==> src/rtl/cclut_rom_scan_ctrl.sv <==
// cclut_rom_scan_ctrl
//   Shares the two address ports of the CCLUT pattern ROMs between the
//   pattern finder (always wins) and a slow-control scan requester that reads
//   back one selected ROM two words at a time with a running checksum.
//
// Ports
//   clock, reset           system clock, asynchronous active-high reset
//   pf_busy, pf_adr0/1     pattern-finder address request (priority)
//   rom_adr0/1             address to every ROM port 0/1 (combinational mux)
//   rom_sel                pid of the ROM whose data appears on rom_rd0/1
//   rom_rd0/1              read data of ROM rom_sel
//   scan_start/pid/first/last  scan request (sampled in IDLE only)
//   scan_busy              scan in progress
//   scan_valid/ack/data/data_adr  word-pair handshake {word adr+1, word adr}
//   scan_csum              running 16-bit checksum of returned words
//   scan_done, scan_err    one-cycle completion / rejected-request pulses
module cclut_rom_scan_ctrl #(
  parameter int ADRB  = 12,
  parameter int DATB  = 9,
  parameter int NPID  = 5,
  parameter int RDLAT = 1
) (
  input  logic              clock,
  input  logic              reset,
  input  logic              pf_busy,
  input  logic [ADRB-1:0]   pf_adr0,
  input  logic [ADRB-1:0]   pf_adr1,
  output logic [ADRB-1:0]   rom_adr0,
  output logic [ADRB-1:0]   rom_adr1,
  output logic [2:0]        rom_sel,
  input  logic [DATB-1:0]   rom_rd0,
  input  logic [DATB-1:0]   rom_rd1,
  input  logic              scan_start,
  input  logic [2:0]        scan_pid,
  input  logic [ADRB-1:0]   scan_first,
  input  logic [ADRB-1:0]   scan_last,
  output logic              scan_busy,
  output logic              scan_valid,
  input  logic              scan_ack,
  output logic [2*DATB-1:0] scan_data,
  output logic [ADRB-1:0]   scan_data_adr,
  output logic [15:0]       scan_csum,
  output logic              scan_done,
  output logic              scan_err
);

  typedef enum logic [2:0] {IDLE, ISSUE, WAIT, HOLD, DONE} state_t;

  localparam int CW = (RDLAT > 1) ? $clog2(RDLAT) : 1;
  localparam logic [CW-1:0] WAIT_LAST = CW'(RDLAT - 1);
  localparam bit SINGLE = (RDLAT == 1);

  state_t          state;
  logic [ADRB-1:0] scan_adr;
  logic [ADRB-1:0] last_adr;
  logic [CW-1:0]   wait_cnt;

  logic            read_done;
  logic [DATB-1:0] pair_hi;
  logic [15:0]     csum_next;
  logic [ADRB:0]   adr_plus2;
  logic            req_ok;

  // Pattern finder passes straight through; scan activity never touches it.
  assign rom_adr0 = pf_busy ? pf_adr0 : scan_adr;
  assign rom_adr1 = pf_busy ? pf_adr1 : scan_adr + ADRB'(1);

  assign req_ok = ({1'b0, scan_pid} < 4'(NPID)) && (scan_first <= scan_last);

  // A read completes at the end of the last window cycle, provided the
  // pattern finder stayed off the ports for the whole window.
  assign read_done = !pf_busy &&
                     ((state == ISSUE && SINGLE) ||
                      (state == WAIT && wait_cnt == WAIT_LAST));

  // Odd-length tail: the word past scan_last is neither returned nor summed.
  assign pair_hi   = (scan_adr == last_adr) ? '0 : rom_rd1;
  assign csum_next = scan_csum + 16'(rom_rd0) + 16'(pair_hi);

  // One extra bit so last_adr = all-ones terminates instead of wrapping.
  assign adr_plus2 = {1'b0, scan_adr} + (ADRB+1)'(2);

  always_ff @(posedge clock or posedge reset) begin
    if (reset) begin
      state         <= IDLE;
      scan_adr      <= '0;
      last_adr      <= '0;
      wait_cnt      <= '0;
      rom_sel       <= '0;
      scan_data     <= '0;
      scan_data_adr <= '0;
      scan_csum     <= '0;
      scan_busy     <= 1'b0;
      scan_valid    <= 1'b0;
      scan_done     <= 1'b0;
      scan_err      <= 1'b0;
    end else begin
      scan_done <= 1'b0;
      scan_err  <= 1'b0;
      case (state)
        IDLE: begin
          if (scan_start) begin
            if (req_ok) begin
              rom_sel   <= scan_pid;
              scan_adr  <= scan_first;
              last_adr  <= scan_last;
              scan_csum <= '0;
              scan_busy <= 1'b1;
              state     <= ISSUE;
            end else begin
              scan_err <= 1'b1;
            end
          end
        end
        ISSUE, WAIT: begin
          if (read_done) begin
            scan_data     <= {pair_hi, rom_rd0};
            scan_data_adr <= scan_adr;
            scan_csum     <= csum_next;
            scan_valid    <= 1'b1;
            state         <= HOLD;
          end else if (state == ISSUE) begin
            if (!pf_busy) begin
              wait_cnt <= CW'(1);
              state    <= WAIT;
            end
          end else if (pf_busy) begin
            // Window broken: discard and reissue the same address.
            state <= ISSUE;
          end else begin
            wait_cnt <= wait_cnt + CW'(1);
          end
        end
        HOLD: begin
          if (scan_ack) begin
            scan_valid <= 1'b0;
            if (adr_plus2 > {1'b0, last_adr}) begin
              scan_done <= 1'b1;
              state     <= DONE;
            end else begin
              scan_adr <= adr_plus2[ADRB-1:0];
              state    <= ISSUE;
            end
          end
        end
        DONE: begin
          scan_busy <= 1'b0;
          state     <= IDLE;
        end
        default: state <= IDLE;
      endcase
    end
  end

endmodule

==> config.mk <==
export PLATFORM = sky130hd
export DESIGN_NAME = cclut_rom_scan_ctrl
export DESIGN_NICKNAME = d
export VERILOG_FILES = /design/src/rtl/cclut_rom_scan_ctrl.sv
export SDC_FILE = /design/constraint.sdc
export NUM_CORES = 1
export LEC_CHECK = 0
export CAP_MARGIN = 0
export CORE_MARGIN = 4
export CORE_UTILIZATION = 44
export DETAILED_ROUTE_END_ITERATION = 10
export GPL_ROUTABILITY_DRIVEN = 0
export GPL_TIMING_DRIVEN = 0
export PLACE_DENSITY_LB_ADDON = 0.3
export SYNTH_ARGS = -nofsm -noshare
export SYNTH_HDL_FRONTEND = slang
export SYNTH_SLANG_ARGS = --single-unit
==> constraint.sdc <==
create_clock -name clock -period 3.8 [get_ports clock]
set_input_delay 0.57 -clock clock [delete_from_list [all_inputs] [get_ports clock]]
set_output_delay 0.57 -clock clock [all_outputs]
set_load 0.005 [all_outputs]
Yosys cells after proc, flatten, opt, wreduce, memory -nomap -nowiden --
Index checks and enable logic that the tools add are counted.
Cells by class: $lt $le $gt $ge 3, bitwise logic cells 3, eq/ne operators 12, muxes and demuxes 36, reduce and logical (&&, ||, !) cells 19, add/subtract/negate cells 5
Operators with widths (number):
- 12-bit 2-to-1 mux | 6
- 16-bit 2-to-1 mux | 3
- 16-bit by 9-bit adder with 16-bit output | 2
- 16-bit case mux with 2 select lines | 1
- 3-bit 2-to-1 mux | 8
- 12-bit case mux with 2 select lines | 1
- 12-bit by 2-bit adder with 13-bit output, second input constant | 1
- 13-bit by 12-bit > comparator with 1-bit output | 1
- 1-bit 2-to-1 mux | 13
- 12-bit by 1-bit adder with 12-bit output, second input constant | 1
- 12-bit equality test | 1
- 12-bit <= comparator | 1
- 3-bit AND reduction | 4
- 2-bit inequality test, second input constant | 5
- 5-bit AND reduction | 2
- 9-bit 2-to-1 mux | 1
- 3-bit case mux with 3 select lines | 1
- 4-bit inequality test, second input constant | 2
- 2-bit nonzero test | 4
- 3-bit by 2-bit equality test with 1-bit output, second input constant | 2
- 1-bit case mux with 2 select lines | 2
- 4-bit AND reduction | 1
- 3-bit by 1-bit equality test with 1-bit output, second input constant | 1
- 3-bit equality test, second input constant | 1
- 9 further kinds | 13
Word-level totals: register bits after elaboration 81, logic and storage cells 90, output and inout port bits 77, bits of input ports 74

Logic depth before layout (Yosys ltp) --
Gate-level depths: netlist of the first run.
depth in word-level cells 6, depth in mapped cells 18, gate-level depth less buffers 17

Worst setup path before layout of the first run --
No wires, ideal clock.
path kind reg2reg, from register scan_adr[0], to register scan_csum[9], setup time 0.135 ns, data required time 3.665 ns, cell stages (with the launch flop) 18, arrival 3.693 ns, clock period less this slack 3.828 ns, path slack -0.028 ns, path buffers 1, cells stage by stage dfrtp_1 -> clkbuf_1 -> inv_1 -> ha_1 -> nand3b_1 -> nor4_1 -> nand4_1 -> and2_1 -> fa_1 -> ha_1 -> fa_1 -> a21o_1 -> a21oi_1 -> o211ai_1 -> a21o_1 -> a21oi_1 -> xor2_1 -> o21ai_0
Between the ends: cells in the longest elaborated chain, start to end 5
Ends and longest elaborated chain:
- from (decl) | line 54 | logic [ADRB-1:0] scan_adr;
- from (signal assigned) | line 105 | scan_adr <= scan_first;
- from (signal assigned) | line 141 | scan_adr <= adr_plus2[ADRB-1:0];
- 12-bit equality test | line 77 | assign pair_hi = (scan_adr == last_adr) ? '0 : rom_rd1;
- 9-bit 2-to-1 mux | line 77
- named net pair_hi[0] | line 59 | logic [DATB-1:0] pair_hi;
- 16-bit by 9-bit adder with 16-bit output | line 78 | assign csum_next = scan_csum + 16'(rom_rd0) + 16'(pair_hi);
- 16-bit 2-to-1 mux | line 116 | if (read_done) begin
- 16-bit case mux with 2 select lines | line 100 | case (state)
- to (signal assigned) | line 119 | scan_csum <= csum_next;
- to (decl) | line 42 | output logic [15:0] scan_csum,
The timed path passes the listed nets, and every way through them passes these cells. The select of a mux whose other input is x is not followed. A chain may end at the register's enable or synchronous reset.

Final worst setup path of the first run --
Same ends and word-level chain as after synthesis.

==> results of run 1 <==
[kinds of logic (layout without fill, tap and decap cells)]
| family | Yosys count | count (layout) | synth area share |
|---|---|---|---|
| AO/OA/AOI/OAI | 120 | 120 | 0.1393 |
| XOR/XNOR | 39 | 39 | 0.06488 |
| adder cells (fa/ha/maj) | 45 | 45 | 0.1212 |
| buffers and inverters | 70 | 254 | 0.05394 |
| flip-flops | 81 | 81 | 0.3850 |
| multiplexers | 30 | 30 | 0.06202 |
| AND/OR/NAND/NOR | 202 | 202 | 0.1737 |
[worst max-delay path, delay by kind of cell, from the launching register on]
family                     cells  cell delay [ns]
adders and majority gates      4             1.24
xor gates and xnor gates       1             0.16
DFF                            1             0.35
and+or+nand+nor                4             0.57
AOI/OAI and AO/OA              6             0.85
buffers and inverters          4             0.60
[registers in the layout (all words and copies together) (netlist names)]
register       count
rom_sel            3
scan_data         18
scan_busy          1
scan_done          1
scan_adr          12
scan_valid         1
last_adr          12
scan_csum         16
scan_err           1
wait_cnt           1
state              3
scan_data_adr     12
[synth_stat cells (2+ instances only)]
master	instances	area, µm²
nor3_1	3	15.01
a21oi_1	30	150.1
clkbuf_1	16	60.06
dfrtp_1	81	2027
o31ai_1	10	75.07
nor2_1	12	45.04
mux2i_1	12	120.1
nand3_1	16	80.08
xor2_1	14	122.6
o211ai_1	5	37.54
nand2_1	125	469.2
nor2b_1	2	12.51
nand2b_1	5	31.28
mux2_2	17	191.4
o21ai_0	52	260.3
or4_1	2	15.01
fa_1	10	200.2
and3_1	6	37.54
buf_2	8	40.04
ha_1	35	437.9
o21a_1	3	22.52
inv_1	43	161.4
and2_1	11	68.82
xnor2_1	25	219.0
a21o_1	6	45.04
o22ai_1	4	25.02
nand4_1	10	62.56
nor4_1	2	12.51
nor3_2	2	20.02
[power groups by stage]
stage / clock network (W) / registers, W / logic, W
global placement: 0 / 0.00154 / 0.00300
floorplan: 0 / 0.00152 / 0.00187
finish: 0.000900 / 0.00159 / 0.00344
detailed placement: 0 / 0.00156 / 0.00310
global route: 0.000953 / 0.00165 / 0.00379
CTS: 0.000912 / 0.00159 / 0.00325
[area by class of cell]
class                           instances  area, µm²  share of cell area
Inverter                               43      167.7             0.02199
Timing Repair Buffer                  170       1687              0.2212
Buffer                                 25      125.1             0.01641
Clock buffer                           11      242.7             0.03184
Clock inverter                          5      63.81            0.008370
Multi-Input combinational cell        436       3129              0.4105
Sequential cell                        81       2029              0.2662
Tap cell                              143      178.9             0.02347
[metal layers]
metal / vias up / wire, µm / global-route usage
li1: 2350 / - / -
met1: 2378 / 6982 / 0.3085
met2: 192 / 7415 / 0.3555
met3: 26 / 1044 / 0.05390
met4: 0 / 242 / 0.05279
met5: - / 0 / 0
[metrics by stage]
stage / setup slack [ns] / hold slack (ns) / power (W) / utilization
2_1_floorplan: 0.04197 / 0.4498 / 0.003394 / -
3_3_place_gp: -0.8695 / 0.4574 / 0.004544 / 0.6007
3_5_place_dp: -0.9933 / 0.4622 / 0.004667 / 0.6033
4_1_cts: -0.03627 / 0.4771 / 0.005744 / 0.6468
5_1_grt: -0.2419 / 0.5064 / 0.006388 / 0.6592
6_report: -0.08635 / 0.4754 / 0.005930 / 0.6592
[worst paths after layout]
check | cells after the start | slack, ns | startpoint | end
worst max-delay path | 19 | -0.09 | scan_adr[0] | scan_csum[9]
worst min-delay path | 2 | 0.48 | scan_data_adr[7] | scan_data_adr[7]
worst max register to register | 19 | -0.09 | scan_adr[0] | scan_csum[9]
worst min register to register | 2 | 0.48 | scan_data_adr[7] | scan_data_adr[7]
max in group asynchronous | 3 | 2.65 | reset | scan_adr[9]
min in group asynchronous | 2 | 0.53 | reset | scan_data_adr[0]
[what timing repair did]
action,CTS,global route
setup endpoints to repair,12,17
buffers inserted,11,8
pin swaps,20,21
gates resized for setup,24,20
==> reports/qor.csv, run 1 <==
stage;metric;value;unit
status;outcome;finished with violations;
status;violated checks;setup timing;
critical_path;CP peak stage delay;0.39;ns
cts;# hold bufs at CTS;0;
sta;Worst-Margin Slew;0.6279;ns
power_and_ir_drop;Power Internal;0.003555;W
cts;Reg clk slew, reported paths;0.06;ns
logic_synthesis;sequential area share after synthesis;0.3850;
sta;clock skew;0.006814;ns
global_route;initial antenna violation count;0;
logic_synthesis;main flop type after synthesis;dfrtp_1;
critical_path;CP Class;reg2reg;
logic_synthesis;yosys warns;0;
critical_path;Worst EP arrival;4.10;ns
route;WL per Instance;17.16;µm
power_and_ir_drop;pwr dens;777.9;nW/µm²
critical_path;Max stage delay cell, worst path;fa_2;
power_and_ir_drop;Clock Power Share;0.152;
floorplanning;die area;13780;µm²
place;# port buffers;150;
cts;worst skew pair latency;0.34;ns
layout;Layout Cells excl Fill;914;
place;DP Area;6977;µm²
power_and_ir_drop;Sw Pwr;0.002376;W
sta;RSZ-0062 raised after global routing;true;
floorplanning;# rows;39;
floorplanning;initial core utilization;0.4553;
floorplanning;area of the core;11560;µm²
global_route;pin count of the biggest net entering global routing;64;
layout;area delta synth->final;44.80;%
floorplanning;Die Wd;117.4;µm
critical_path;startpoint types;flip-flop;
sta;Hold Fails Final Rpt;0;
critical_path;crit end category;flip-flop;
global_route;Total GRT Usage;0.2230;
place;Placed Cells;881;
power_and_ir_drop;register share of total power;0.269;
route;drt drc;0;
global_route;vias in the first global route;4965;
power_and_ir_drop;peak supply drop;0.0002808;V
layout;most common cell after layout, fill and taps aside;clkdlybuf4s50_1;
cts;# clock sinks;81;
sta;final setup TNS;-0.1391;ns
floorplanning;die height;117.4;µm
logic_synthesis;Mean Syn Cell Area;8.969;µm²
route;Post-DRT Antenna Nets;0;
route;vias per cell;5.411;
cts;CTS Buffer Depth;2;
layout;final net count;885;
sta;f_max;257.3;MHz
route;TritonRoute pass-1 iters;6;
route;routed wire length;15680;µm
sta;Slew Limit Headroom;0.5814;
sta;setup ws final;-0.08635;ns
critical_path;cells along the critical path;clkbuf_8 -> clkinvlp_4 -> ha_4 -> nand3b_1 -> nor4_2 -> nand4_1 -> buf_6 -> and2_4 -> fa_2 -> ha_4 -> fa_2 -> a21o_1 -> a21oi_2 -> o211ai_1 -> buf_4 -> a21o_1 -> a21oi_2 -> xor2_1 -> o21ai_1;
route;Via Count;4946;
flow_run;Max Cap Viol;0;
logic_synthesis;Mapped Nets;706;
power_and_ir_drop;Comb power frac;0.580;
layout;share of cells above drive strength 1;0.1375;
cts;Root Buffer;clkbuf_16;
layout;most frequent cells in the layout;clkdlybuf4s50_1 (150), nand2_1 (123), dfrtp_1 (79), o21ai_0 (51), inv_1 (39);
logic_synthesis;Mapped Area;5265;µm²
sta;final setup vio count;4;
logic_synthesis;ys async rst share;1.000;
floorplanning;Ports;151;
place;DPL Wire Length;11890;µm
hold_path;worst min path class;reg2reg;
logic_synthesis;Cells after Synth;587;
route;First DRT Iteration DRCs;336;
sta;period utilization;1.023;
critical_path;CP Max Fanout;5;
layout;Fillers;960;
power_and_ir_drop;sw frac;0.4006;
logic_synthesis;flops & latches, synth;81;
layout;finished layout cell area;7624;µm²
sta;fin crit period;3.886;ns
cts;total CTS buffers;9;
global_route;first-pass GRT wire length;25180;µm
global_route;grt ovf;0;
sta;max-slew violations;0;
logic_synthesis;Post-synth EDFFs;0;
cts;H-tree depth;3;
layout;ant diodes;0;
power_and_ir_drop;leakage power;3.340;nW
critical_path;Worst Path Required;4.01;ns
cts;CTS tree;done;
logic_synthesis;Synth cell types;49;
No activity file was read; power rests on OpenSTA's default activity.
==> inputs of run 2 (changes only) <==
Settings changed: MAX_ROUTING_LAYER set to met4.
==> reports/qor.csv, run 2 (synthesis results as in run 1) <==
stage;metric;value;unit
cts;# hold bufs at CTS;0;
status;outcome;finished with violations;
hold_path;worst min path class;reg2reg;
route;Post-DRT Antenna Nets;0;
floorplanning;die area;13780;µm²
critical_path;Worst EP arrival;4.09;ns
sta;RSZ-0062 raised after global routing;true;
cts;# clock sinks;81;
floorplanning;initial core utilization;0.4553;
power_and_ir_drop;leakage power;3.340;nW
sta;f_max;257.5;MHz
global_route;pin count of the biggest net entering global routing;64;
place;dpl ws;-0.9933;ns
global_route;initial antenna violation count;0;
power_and_ir_drop;pwr dens;777.6;nW/µm²
cts;H-tree depth;3;
layout;max reg flops;18;
layout;most frequent cells in the layout;clkdlybuf4s50_1 (150), nand2_1 (123), dfrtp_1 (79), o21ai_0 (51), inv_1 (39);
route;routed wire length;15690;µm
floorplanning;# rows;39;
cts;CTS tree;done;
layout;share of cells above drive strength 1;0.1375;
route;WL per Instance;17.16;µm
cts;Root Buffer;clkbuf_16;
global_route;grt ovf;0;
floorplanning;Die Wd;117.4;µm
route;vias per cell;5.387;
sta;clock skew;0.007257;ns
power_and_ir_drop;peak supply drop;0.0002809;V
sta;Slew Limit Headroom;0.5661;
flow_run;Max Cap Viol;0;
sta;setup ws final;-0.08353;ns
layout;Reg with most FFs;scan_data;
layout;Largest regs;scan_data: 18 flops, scan_csum: 16 flops;
global_route;vias in the first global route;4967;
layout;ant diodes;0;
place;DPL Wire Length;11890;µm
cts;Reg clk slew, reported paths;0.06;ns
sta;max-slew violations;0;
route;First DRT Iteration DRCs;342;
place;# port buffers;150;
route;Via Count;4924;
sta;Hold WS;0.4757;ns
sta;Hold Fails Final Rpt;0;
global_route;first-pass GRT wire length;25160;µm
cts;CTS Buffer Depth;2;
critical_path;CP Class;reg2reg;
status;violated checks;setup timing;
critical_path;crit end category;flip-flop;
critical_path;Worst Path Required;4.01;ns
floorplanning;area of the core;11560;µm²
route;TritonRoute pass-1 iters;5;
critical_path;startpoint types;flip-flop;
sta;period utilization;1.022;
critical_path;CP Max Fanout;5;
place;DP Area;6977;µm²
layout;finished layout cell area;7624;µm²
floorplanning;die height;117.4;µm
layout;area delta synth->final;44.80;%
sta;fin crit period;3.884;ns
global_route;Total GRT Usage;0.2293;
layout;most common cell after layout, fill and taps aside;clkdlybuf4s50_1;
sta;final setup vio count;4;
sta;Worst-Margin Slew;0.6508;ns
cts;total CTS buffers;9;
layout;final net count;885;
route;drt drc;0;
cts;worst skew pair latency;0.34;ns
floorplanning;Ports;151;
run 2: cell counts in the layout (fill, tap and decap cells not counted):
Identical to the previous run, type by type.
run 2: layer usage:
metal  global-route usage  routed length (µm)
met5                    -                   0
met4              0.05352                 264
met3              0.04957                1000
met2               0.3548                7394
met1               0.3113                7028
run 2: final cells by class:
class                   instances  area [µm²]
flip-flops and latches         81        2029
fillers                       960        3941
inverters                      43       167.7
multi-input cells             436        3129
clock buffers                  11       242.7
repair buffers                170        1687
clock inverters                 5       63.81
plain buffers                  25       125.1
well taps                     143       178.9
run 2: metrics by stage:
stage	util	std cells	power, W	setup TNS [ns]
2_1_floorplan	-	587	0.003394	0
3_3_place_gp	0.6007	880	0.004544	-23.49
3_5_place_dp	0.6033	881	0.004667	-7.653
4_1_cts	0.6468	906	0.005744	-0.07769
5_1_grt	0.6592	914	0.006391	-1.374
6_report	0.6592	914	0.005928	-0.1288
run 2: final timing paths:
path	from	endpoint	slack, ns	cells past startpoint
worst max-delay path	scan_adr[0]	scan_csum[9]	-0.08	19
max in group asynchronous	reset	scan_adr[9]	2.65	3
worst max register to register	scan_adr[0]	scan_csum[9]	-0.08	19
worst min-delay path	scan_data_adr[1]	scan_data_adr[1]	0.48	2
worst min register to register	scan_data_adr[1]	scan_data_adr[1]	0.48	2
min in group asynchronous	reset	scan_data_adr[0]	0.53	2
run 2: what timing repair did:
| action | 4_1_cts | 5_1_grt |
|---|---|---|
| pin swaps | 20 | 21 |
| setup buffers | 11 | 8 |
| resized for setup | 24 | 20 |
| endpoints found under the setup margin | 12 | 17 |
run 2: worst max-delay path, stage by stage (launching register included):
cell and delay [ns]:
dfrtp_1 0.35, clkbuf_8 0.15, clkinvlp_4 0.12, ha_4 0.29
nand3b_1 0.09, nor4_2 0.19, nand4_1 0.14, buf_6 0.17
and2_4 0.15, fa_2 0.38, ha_4 0.18, fa_2 0.38
a21o_1 0.17, a21oi_2 0.16, o211ai_1 0.14, buf_4 0.16
a21o_1 0.17, a21oi_2 0.13, xor2_1 0.16, o21ai_1 0.08
run 2: power breakdown:
part           internal [W]  switching [W]
clock              0.000532       0.000366
combinational       0.00177        0.00167
sequential          0.00125       0.000338
total               0.00356        0.00237
